--- config.mk ---
export PLATFORM = sky130hd
export DESIGN_NAME = display_scan
export DESIGN_NICKNAME = d
export VERILOG_FILES = /design/src/rtl/display_scan_pkg.sv /design/src/rtl/display_scan_hexa7seg.sv /design/src/rtl/display_scan.sv
export SDC_FILE = /design/constraint.sdc
export NUM_CORES = 1
export LEC_CHECK = 0
export BUFFER_PORTS_ARGS = -buffer_cell sky130_fd_sc_hd__buf_4
export CORE_UTILIZATION = 50
export CTS_CLUSTER_DIAMETER = 200
export DETAILED_ROUTE_END_ITERATION = 6
export GPL_ROUTABILITY_DRIVEN = 0
export PLACE_DENSITY = 0.8
export SLEW_MARGIN = 40
export SYNTH_ARGS = -nofsm -noshare
export SYNTH_HDL_FRONTEND = slang
export SYNTH_HIERARCHICAL = 1
export SYNTH_SLANG_ARGS = --single-unit
--- constraint.sdc ---
create_clock -name clock -period 2.6 [get_ports clock]
set_input_delay 0.13 -clock clock [delete_from_list [all_inputs] [get_ports clock]]
set_output_delay 0.13 -clock clock [all_outputs]
set_load 0.005 [all_outputs]
--- src/rtl/display_scan_pkg.sv ---
// display_scan_pkg
// Shared constants for the multiplexed seven-segment display scanner.
// Holds the active-low segment codes (bit order g..a, bit 6 = g) used by
// the hex decoder and the blanking mux, so no module carries its own
// segment literals.
package display_scan_pkg;

  typedef logic [3:0] nibble_t;
  typedef logic [6:0] seg_t;

  // All segments off (active-low).
  localparam seg_t SEG_BLANK = 7'h7F;

  // Active-low hex glyphs, indexed by nibble value.
  localparam seg_t [15:0] SEG_HEX = {
    7'h0E,  // F
    7'h06,  // E
    7'h21,  // d
    7'h46,  // C
    7'h03,  // b
    7'h08,  // A
    7'h10,  // 9
    7'h00,  // 8
    7'h78,  // 7
    7'h02,  // 6
    7'h12,  // 5
    7'h19,  // 4
    7'h30,  // 3
    7'h24,  // 2
    7'h79,  // 1
    7'h40   // 0
  };

endpackage

--- src/rtl/display_scan_hexa7seg.sv ---
// hexa7seg
// Purely combinational hex-to-seven-segment decoder, active-low outputs.
// Ports:
//   hex  in  4  nibble to display
//   seg  out 7  segment pattern (bit 6 = g ... bit 0 = a), active-low
module hexa7seg
  import display_scan_pkg::*;
(
  input  logic [3:0] hex,
  output logic [6:0] seg
);

  assign seg = SEG_HEX[hex];

endmodule

--- src/rtl/display_scan.sv ---
// display_scan
// Time-multiplexes a 32-bit value onto up to eight seven-segment digits.
// Each digit is enabled for DIVIDER clock cycles in turn; the segment
// pattern is decoded from the matching nibble of the value register, with
// optional leading-zero blanking and a per-digit decimal point.
// Ports:
//   clock      in   1   system clock, rising edge
//   reset      in   1   asynchronous active-high reset
//   wr_en      in   1   load wr_data into the value register
//   wr_data    in   32  new display value, nibble k shown on digit k
//   dp_mask    in   8   decimal point request per digit, active-high
//   blank_lz   in   1   suppress leading zeros
//   seg        out  7   segments of the enabled digit, active-low
//   dp         out  1   decimal point of the enabled digit, active-low
//   an         out  8   digit enables, active-low, one-cold
//   digit_idx  out  3   index of the enabled digit
module display_scan
  import display_scan_pkg::*;
#(
  parameter int DIVIDER = 50000,
  parameter int DIGITS  = 8
) (
  input  logic        clock,
  input  logic        reset,
  input  logic        wr_en,
  input  logic [31:0] wr_data,
  input  logic [7:0]  dp_mask,
  input  logic        blank_lz,
  output logic [6:0]  seg,
  output logic        dp,
  output logic [7:0]  an,
  output logic [2:0]  digit_idx
);

  localparam int PW = $clog2(DIVIDER);

  logic [31:0]   value_q;
  logic [PW-1:0] presc_q;
  logic [2:0]    idx_q;
  logic [7:0]    an_q;
  logic          tc;
  logic [2:0]    idx_next;
  nibble_t       cur_nibble;
  seg_t          hex_seg;
  logic          upper_zero;

  assign tc = (presc_q == PW'(DIVIDER - 1));

  // Index of the digit that becomes active when the current slot ends.
  always_comb begin
    idx_next = idx_q + 3'd1;
    if (idx_q == 3'(DIGITS - 1)) begin
      idx_next = 3'd0;
    end
  end

  // Value register: every write wins, the last of a burst is kept.
  always_ff @(posedge clock or posedge reset) begin
    if (reset) begin
      value_q <= 32'h0;
    end else if (wr_en) begin
      value_q <= wr_data;
    end
  end

  // Prescaler and scan position. The enable vector is registered together
  // with the index so the anodes switch cleanly on one edge.
  always_ff @(posedge clock or posedge reset) begin
    if (reset) begin
      presc_q <= '0;
      idx_q   <= 3'd0;
      an_q    <= 8'hFE;
    end else if (tc) begin
      presc_q <= '0;
      idx_q   <= idx_next;
      an_q    <= ~(8'd1 << idx_next);
    end else begin
      presc_q <= presc_q + PW'(1);
    end
  end

  assign cur_nibble = value_q[{idx_q, 2'b00} +: 4];

  hexa7seg u_hexa7seg (
    .hex (cur_nibble),
    .seg (hex_seg)
  );

  // A digit is a leading zero when it and every more significant digit
  // are zero.
  always_comb begin
    upper_zero = 1'b1;
    for (int k = 0; k < DIGITS; k++) begin
      if (k >= int'(idx_q) && value_q[k*4 +: 4] != 4'h0) begin
        upper_zero = 1'b0;
      end
    end
  end

  // Digit 0 always shows, so a zero value still displays "0".
  assign seg       = (blank_lz && idx_q != 3'd0 && upper_zero) ? SEG_BLANK : hex_seg;
  assign dp        = ~dp_mask[idx_q];
  assign an        = an_q;
  assign digit_idx = idx_q;

endmodule

# After elaboration in Yosys (flattened, before gate mapping)
# Memories as Yosys holds them, arrays and structs flattened.
# Index checks and enable logic that the tools add are counted.
[totals]
input_bits = 44
ramBits = 0
ff_bits = 59
n_memories = 1
out_inout_bits = 19
latchBits = 0
mem_bits_ro = 112
elab_cells = 54
[mem_list]
columns = ["name", "depth", "width", "read_ports", "rd_clocked_by_memory_dff", "wr", "line", "rtl"]
rows = [
  ["(name not given)", 16, 7, 1, 0, 0, "display_scan_hexa7seg.sv:13", "assign seg = SEG_HEX[hex];"],
]
[op_classes]
n_mul = 0
div = 0
n_bitwise = 2
eq_ne = 2
reduce_logical = 18
n_addsub = 2
n_mux = 14
magnitude_cmp = 9
n_shift = 2
[op_table]
columns = ["cell", "n"]
rows = [
  ["$reduce_bool A4 Y1", 8],
  ["$shiftx A32 B6 Y4", 1],
  ["$add A16 B1 Y16 const B", 1],
  ["$eq A16 B16 Y1 const B", 1],
  ["$mux W16", 1],
  ["$mux W7", 2],
  ["$ge A3 B3 Y1 const A", 3],
  ["$logic_and A1 B1 Y1", 9],
  ["$mux W1", 9],
  ["$not A8 Y8", 1],
  ["$shl A1 B3 Y8 const A", 1],
  ["$ge A1 B3 Y1 const A", 2],
  ["$ge A2 B3 Y1 const A", 2],
  ["$lt A4 B5 Y1 const B", 1],
  ["$lt A3 B4 Y1 const B", 1],
  ["$add A3 B1 Y3 const B", 1],
  ["$bmux W1 S3", 1],
  ["$eq A3 B3 Y1 const B", 1],
  ["$mux W3", 1],
  ["$reduce_bool A3 Y1", 1],
  ["$not A1 Y1", 1],
]

# Depth between registers and ports, before layout
[depth]
ltp_word = 12
mapped_depth = 11
mapped_depth_nobuf = 10

# Cells and area by module
# The synthesis kept the hierarchy.
[modules_own_cells]
columns = ["module", "seq_area_each_um2", "n_inst", "area_per_inst_um2", "cells_each"]
rows = [
  ["display_scan", 1485.2, 1, 3062.9, 249],
  ["hexa7seg", 0.0, 1, 275.3, 32],
]

# Worst setup path after synthesis
# No wires, ideal clock.
[synth_path]
path_kind = "reg-to-output"
start = "register idx_q[2], in the netlist digit_idx[2]"
end = "output seg[0]"
slack_ns = -0.137
t_required_ns = 2.470
t_arrival_ns = 2.607
n_path_buf = 2
stages_incl_launch_ff = 11
path_cell_list = "dfrtp_1 -> clkbuf_1 -> clkbuf_1 -> mux2_2 -> inv_1 -> ha_1 -> and2b_2 -> or3b_1 -> o21ai_0 -> inv_1 -> a22oi_1"
[synth_lines]
columns = ["element", "line", "rtl"]
rows = [
  ["from (decl)", "display_scan.sv:39", "logic [2:0] idx_q;"],
  ["from (signal assigned)", "display_scan.sv:75", "idx_q <= idx_next;"],
  ["$shiftx A32 B6 Y4", "display_scan.sv:82", "assign cur_nibble = value_q[{idx_q, 2'b00} +: 4];"],
  ["named net cur_nibble[1]", "display_scan.sv:43", "nibble_t cur_nibble;"],
  ["$mem_v2 Z16 W7", "n/a", ""],
  ["$mux W7 (implied by the code)", "display_scan_hexa7seg.sv:13", ""],
  ["named net hex_seg[0]", "display_scan.sv:44", "seg_t hex_seg;"],
  ["$mux W7", "display_scan.sv:101", "assign seg = (blank_lz && idx_q != 3'd0 && upper_zero) ? SEG_BLANK : hex_seg;"],
  ["to (decl)", "display_scan.sv:29", "output logic [6:0] seg,"],
]
# The timed path passes the listed nets, and every way through them passes these cells. The select of a mux whose other input is x is not followed.

# Final worst setup path
[layout_path]
start = "register idx_q[0], in the netlist digit_idx[0]"
end = "output seg[0]"
# Same word-level chain as after synthesis.

==> impl_metrics.env <==
export IMPL_status="complete, but fails checks"
export IMPL_violations="setup timing"
export IMPL_drt_pass1_iterations=4
export IMPL_synth_compound_area_share_pct=4.72
export IMPL_multi_input_area_sq_mm=0.00179
export IMPL_post_drt_wl_per_cell_um=16.4
export IMPL_antenna_found_initial=0
export IMPL_hp_class="input pin to register"
export IMPL_vias=2480
export IMPL_seq_area_frac_synth_pct=44.5
export IMPL_instances_no_fill=444
export IMPL_switching_power_mw=0.531
export IMPL_synthAdderAreaFrac_pct=5.25
export IMPL_comb_power_share_pct=15.6
export IMPL_clkLatencyLatePin_ns=0.34
export IMPL_grt_pass1_vias=2541
export IMPL_power_density_mw_per_mm2=514
export IMPL_io_buffers=62
export IMPL_io_pins=63
export IMPL_regArea_sq_mm=0.00149
export IMPL_core_sq_mm=0.00639
export IMPL_synth_edff_count=0
export IMPL_vdd_drop_max_mv=0.409
export IMPL_crit_type="register to primary output"
export IMPL_fin_crit_ns=2.91
export IMPL_yosys_area_top_type="dfrtp_1"
export IMPL_fin_skew_ns=0.00796
export IMPL_yosys_area_share_simple_pct=13.6
export IMPL_cts_made_buffers=9
export IMPL_maxCapViolations=0
export IMPL_start_util_pct=52.3
export IMPL_vias_per_cell=5.59
export IMPL_root_buffer="clkbuf_8"
export IMPL_critPathMaxFanout=4
export IMPL_drtIter0Drc=147
export IMPL_drt_total_wl_um=7300
export IMPL_max_freq_mhz=343
export IMPL_synth_cell_type_count=44
export IMPL_sequentialPowerShare_pct=46.3
export IMPL_cts_max_level=3
export IMPL_hpwl_um=5370
export IMPL_synth_seq_cells=59
export IMPL_drive_gt1_share_pct=49.9
export IMPL_netlist_instances=281
export IMPL_synth_top_cell_area_share_pct=39.0
export IMPL_worst_slack_ns=-0.314
export IMPL_fillCellCount=489
export IMPL_synth_area_per_cell_sq_um=11.9
export IMPL_synth_top_family_by_area="multiplexers"
export IMPL_fin_nets=420
export IMPL_grt_pass1_wl_um=12700
export IMPL_clkPwrFrac_pct=38.1
export IMPL_p_int_mw=1.66
export IMPL_slew_violations=0
export IMPL_synth_warnings=6
export IMPL_rsz0062_at_grt="yes"
export IMPL_cp_required_ns=2.47
export IMPL_grt_max_degree=33
export IMPL_synth_ff_type="dfrtp_1"
export IMPL_cts_tree="yes"
export IMPL_p_leak_nw=1.92
export IMPL_synthXorXnorAreaFrac_pct=3.41
export IMPL_end_kind="primary output"
export IMPL_dieArea_sq_mm=0.00701
export IMPL_row_count=29
export IMPL_clk_pin_slew_ns=0.06
export IMPL_dp_cells=421
export IMPL_die_width_um=83.7
export IMPL_critPathLaunchType="register"
export IMPL_cts_sinks=59
export IMPL_grt_use_total_pct=23.1
export IMPL_antenna_cells=0
export IMPL_die_h_um=83.7
export IMPL_finalCritPeriodShare_pct=112
export IMPL_synthArstFlopShare_pct=100
export IMPL_tightest_slew_ns=0.641
export IMPL_postRouteAntennaNets=0
export IMPL_syn_to_final_growth_pct=28.0
export IMPL_max_slew_margin_rel_pct=57.2
export IMPL_critical_path_arrival_ns=2.78
export IMPL_tns_ns=-1.51
export IMPL_yosys_top_cells_area="dfrtp_1, mux2_2, mux4_2, dfstp_2, ha_1"
export IMPL_grt_overflow_total=0
export IMPL_hold_violations=0
export IMPL_synth_mux_area_fraction_pct=24.4
export IMPL_synthesis_nets=339
export IMPL_drcViolationCount=0
export IMPL_setup_violations_final=7
export IMPL_swShare_pct=24.2
export IMPL_clockBufferDepth=2
export IMPL_synth_area_sq_mm=0.00334
==> logic make-up (layout without fill, tap and decap cells) <==
| kind of cell | after synthesis | in the layout |
|---|---|---|
| xor+xnor | 13 | 13 |
| compound gates | 21 | 21 |
| simple gates | 86 | 86 |
| fa+ha+maj | 14 | 14 |
| mux | 61 | 61 |
| flops | 59 | 59 |
| buf+inv | 27 | 113 |
==> sequential cells by signal, summed over array words and instances, names as in the netlist <==
name / cells
digit_idx: 3
an: 8
presc_q: 16
value_q: 32
==> final timing paths <==
kind / cells after the start / startpoint / end / slack, ns
worst min register to register: 1 / an[0] / an[0] / 0.52
worst max register to register: 6 / presc_q[0] / an[7] / 0.36
worst max-delay path: 10 / digit_idx[0] / seg[0] / -0.31
worst min-delay path: 2 / wr_data[14] / value_q[14] / 0.02
min in group asynchronous: 3 / reset / presc_q[10] / 0.43
max in group asynchronous: 4 / reset / value_q[24] / 1.50
==> per-stage QoR <==
step | hold slack (ns) | util [%] | power [mW] | worst slack (ns) | instance area (sq um)
floorplan | 0.282 | - | 1.20 | 0.0162 | 3340
global placement | 0.256 | 61.4 | 1.32 | 0.00459 | 3920
detailed placement | 0.254 | 61.4 | 1.33 | -0.0808 | 3920
CTS | 0.00730 | 66.6 | 2.20 | -0.339 | 4260
global route | 0.0157 | 66.9 | 2.30 | -0.418 | 4270
finish | 0.0160 | 66.9 | 2.19 | -0.314 | 4270
==> synth_stat cells (6+ instances only) <==
library cell	n
a22oi_1	8
dfrtp_1	52
dfstp_2	7
ha_1	14
inv_1	14
mux2_2	43
mux4_2	10
nand2_1	21
nand2b_1	6
nand3_1	6
nor2_1	24
xnor2_1	9
==> placed cells by master, fill, tap and decap left out, types with 5 or more instances in the layout <==
cell type  count
or4_1          5
dfstp_2        7
nand2b_1       6
clkbuf_8      11
nor2_1        24
mux4_2        11
xnor2_1        9
ha_1           9
dfrtp_1       50
nand2_1       18
buf_4         78
a22oi_1        7
mux2_2        42
nand3_1        6
inv_1         10
mux2i_1        5
nor3_1         5
==> power groups by stage <==
stage / clock [mW] / combinational (mW) / sequential [mW]
after global routing: 0.894 / 0.377 / 1.02
after CTS: 0.847 / 0.335 / 1.02
after floorplan: 0 / 0.196 / 1.01
final: 0.835 / 0.343 / 1.02
after detailed placement: 0 / 0.302 / 1.03
after global placement: 0 / 0.292 / 1.03
==> layer usage <==
metal	track usage, %	wire [um]
met5	0	0
met4	10.5	206
met3	4.65	370
met2	36.7	3470
met1	30.8	3260
==> critical path, cell delays in order (launching register included) <==
cell,delay (ns)
dfrtp_2,0.41
mux4_2,0.52
mux2_4,0.31
inv_4,0.07
ha_4,0.12
and2b_2,0.21
or3b_1,0.38
o21ai_2,0.07
inv_1,0.06
a22oi_2,0.14
buf_4,0.13
==> timing repair <==
item                       in CTS  in global routing
buffers inserted                5                  1
resized for setup              26                  2
pin swaps                      10                  5
gates cloned                    0                  0
hold buffers                    1                  0
setup endpoints to repair       7                  7
hold endpoints to repair       22                  0
==> final cells by class <==
type                       count  share of cell area, %
clock inverter                 2                  0.820
tap                           77                   2.26
multi-input combinational    195                   41.9
inverter                      14                   1.35
clock buffer                  14                   3.81
sequential                    59                   34.8
timing repair buffer          83                   15.0
No activity file was read; power rests on OpenSTA's default activity.
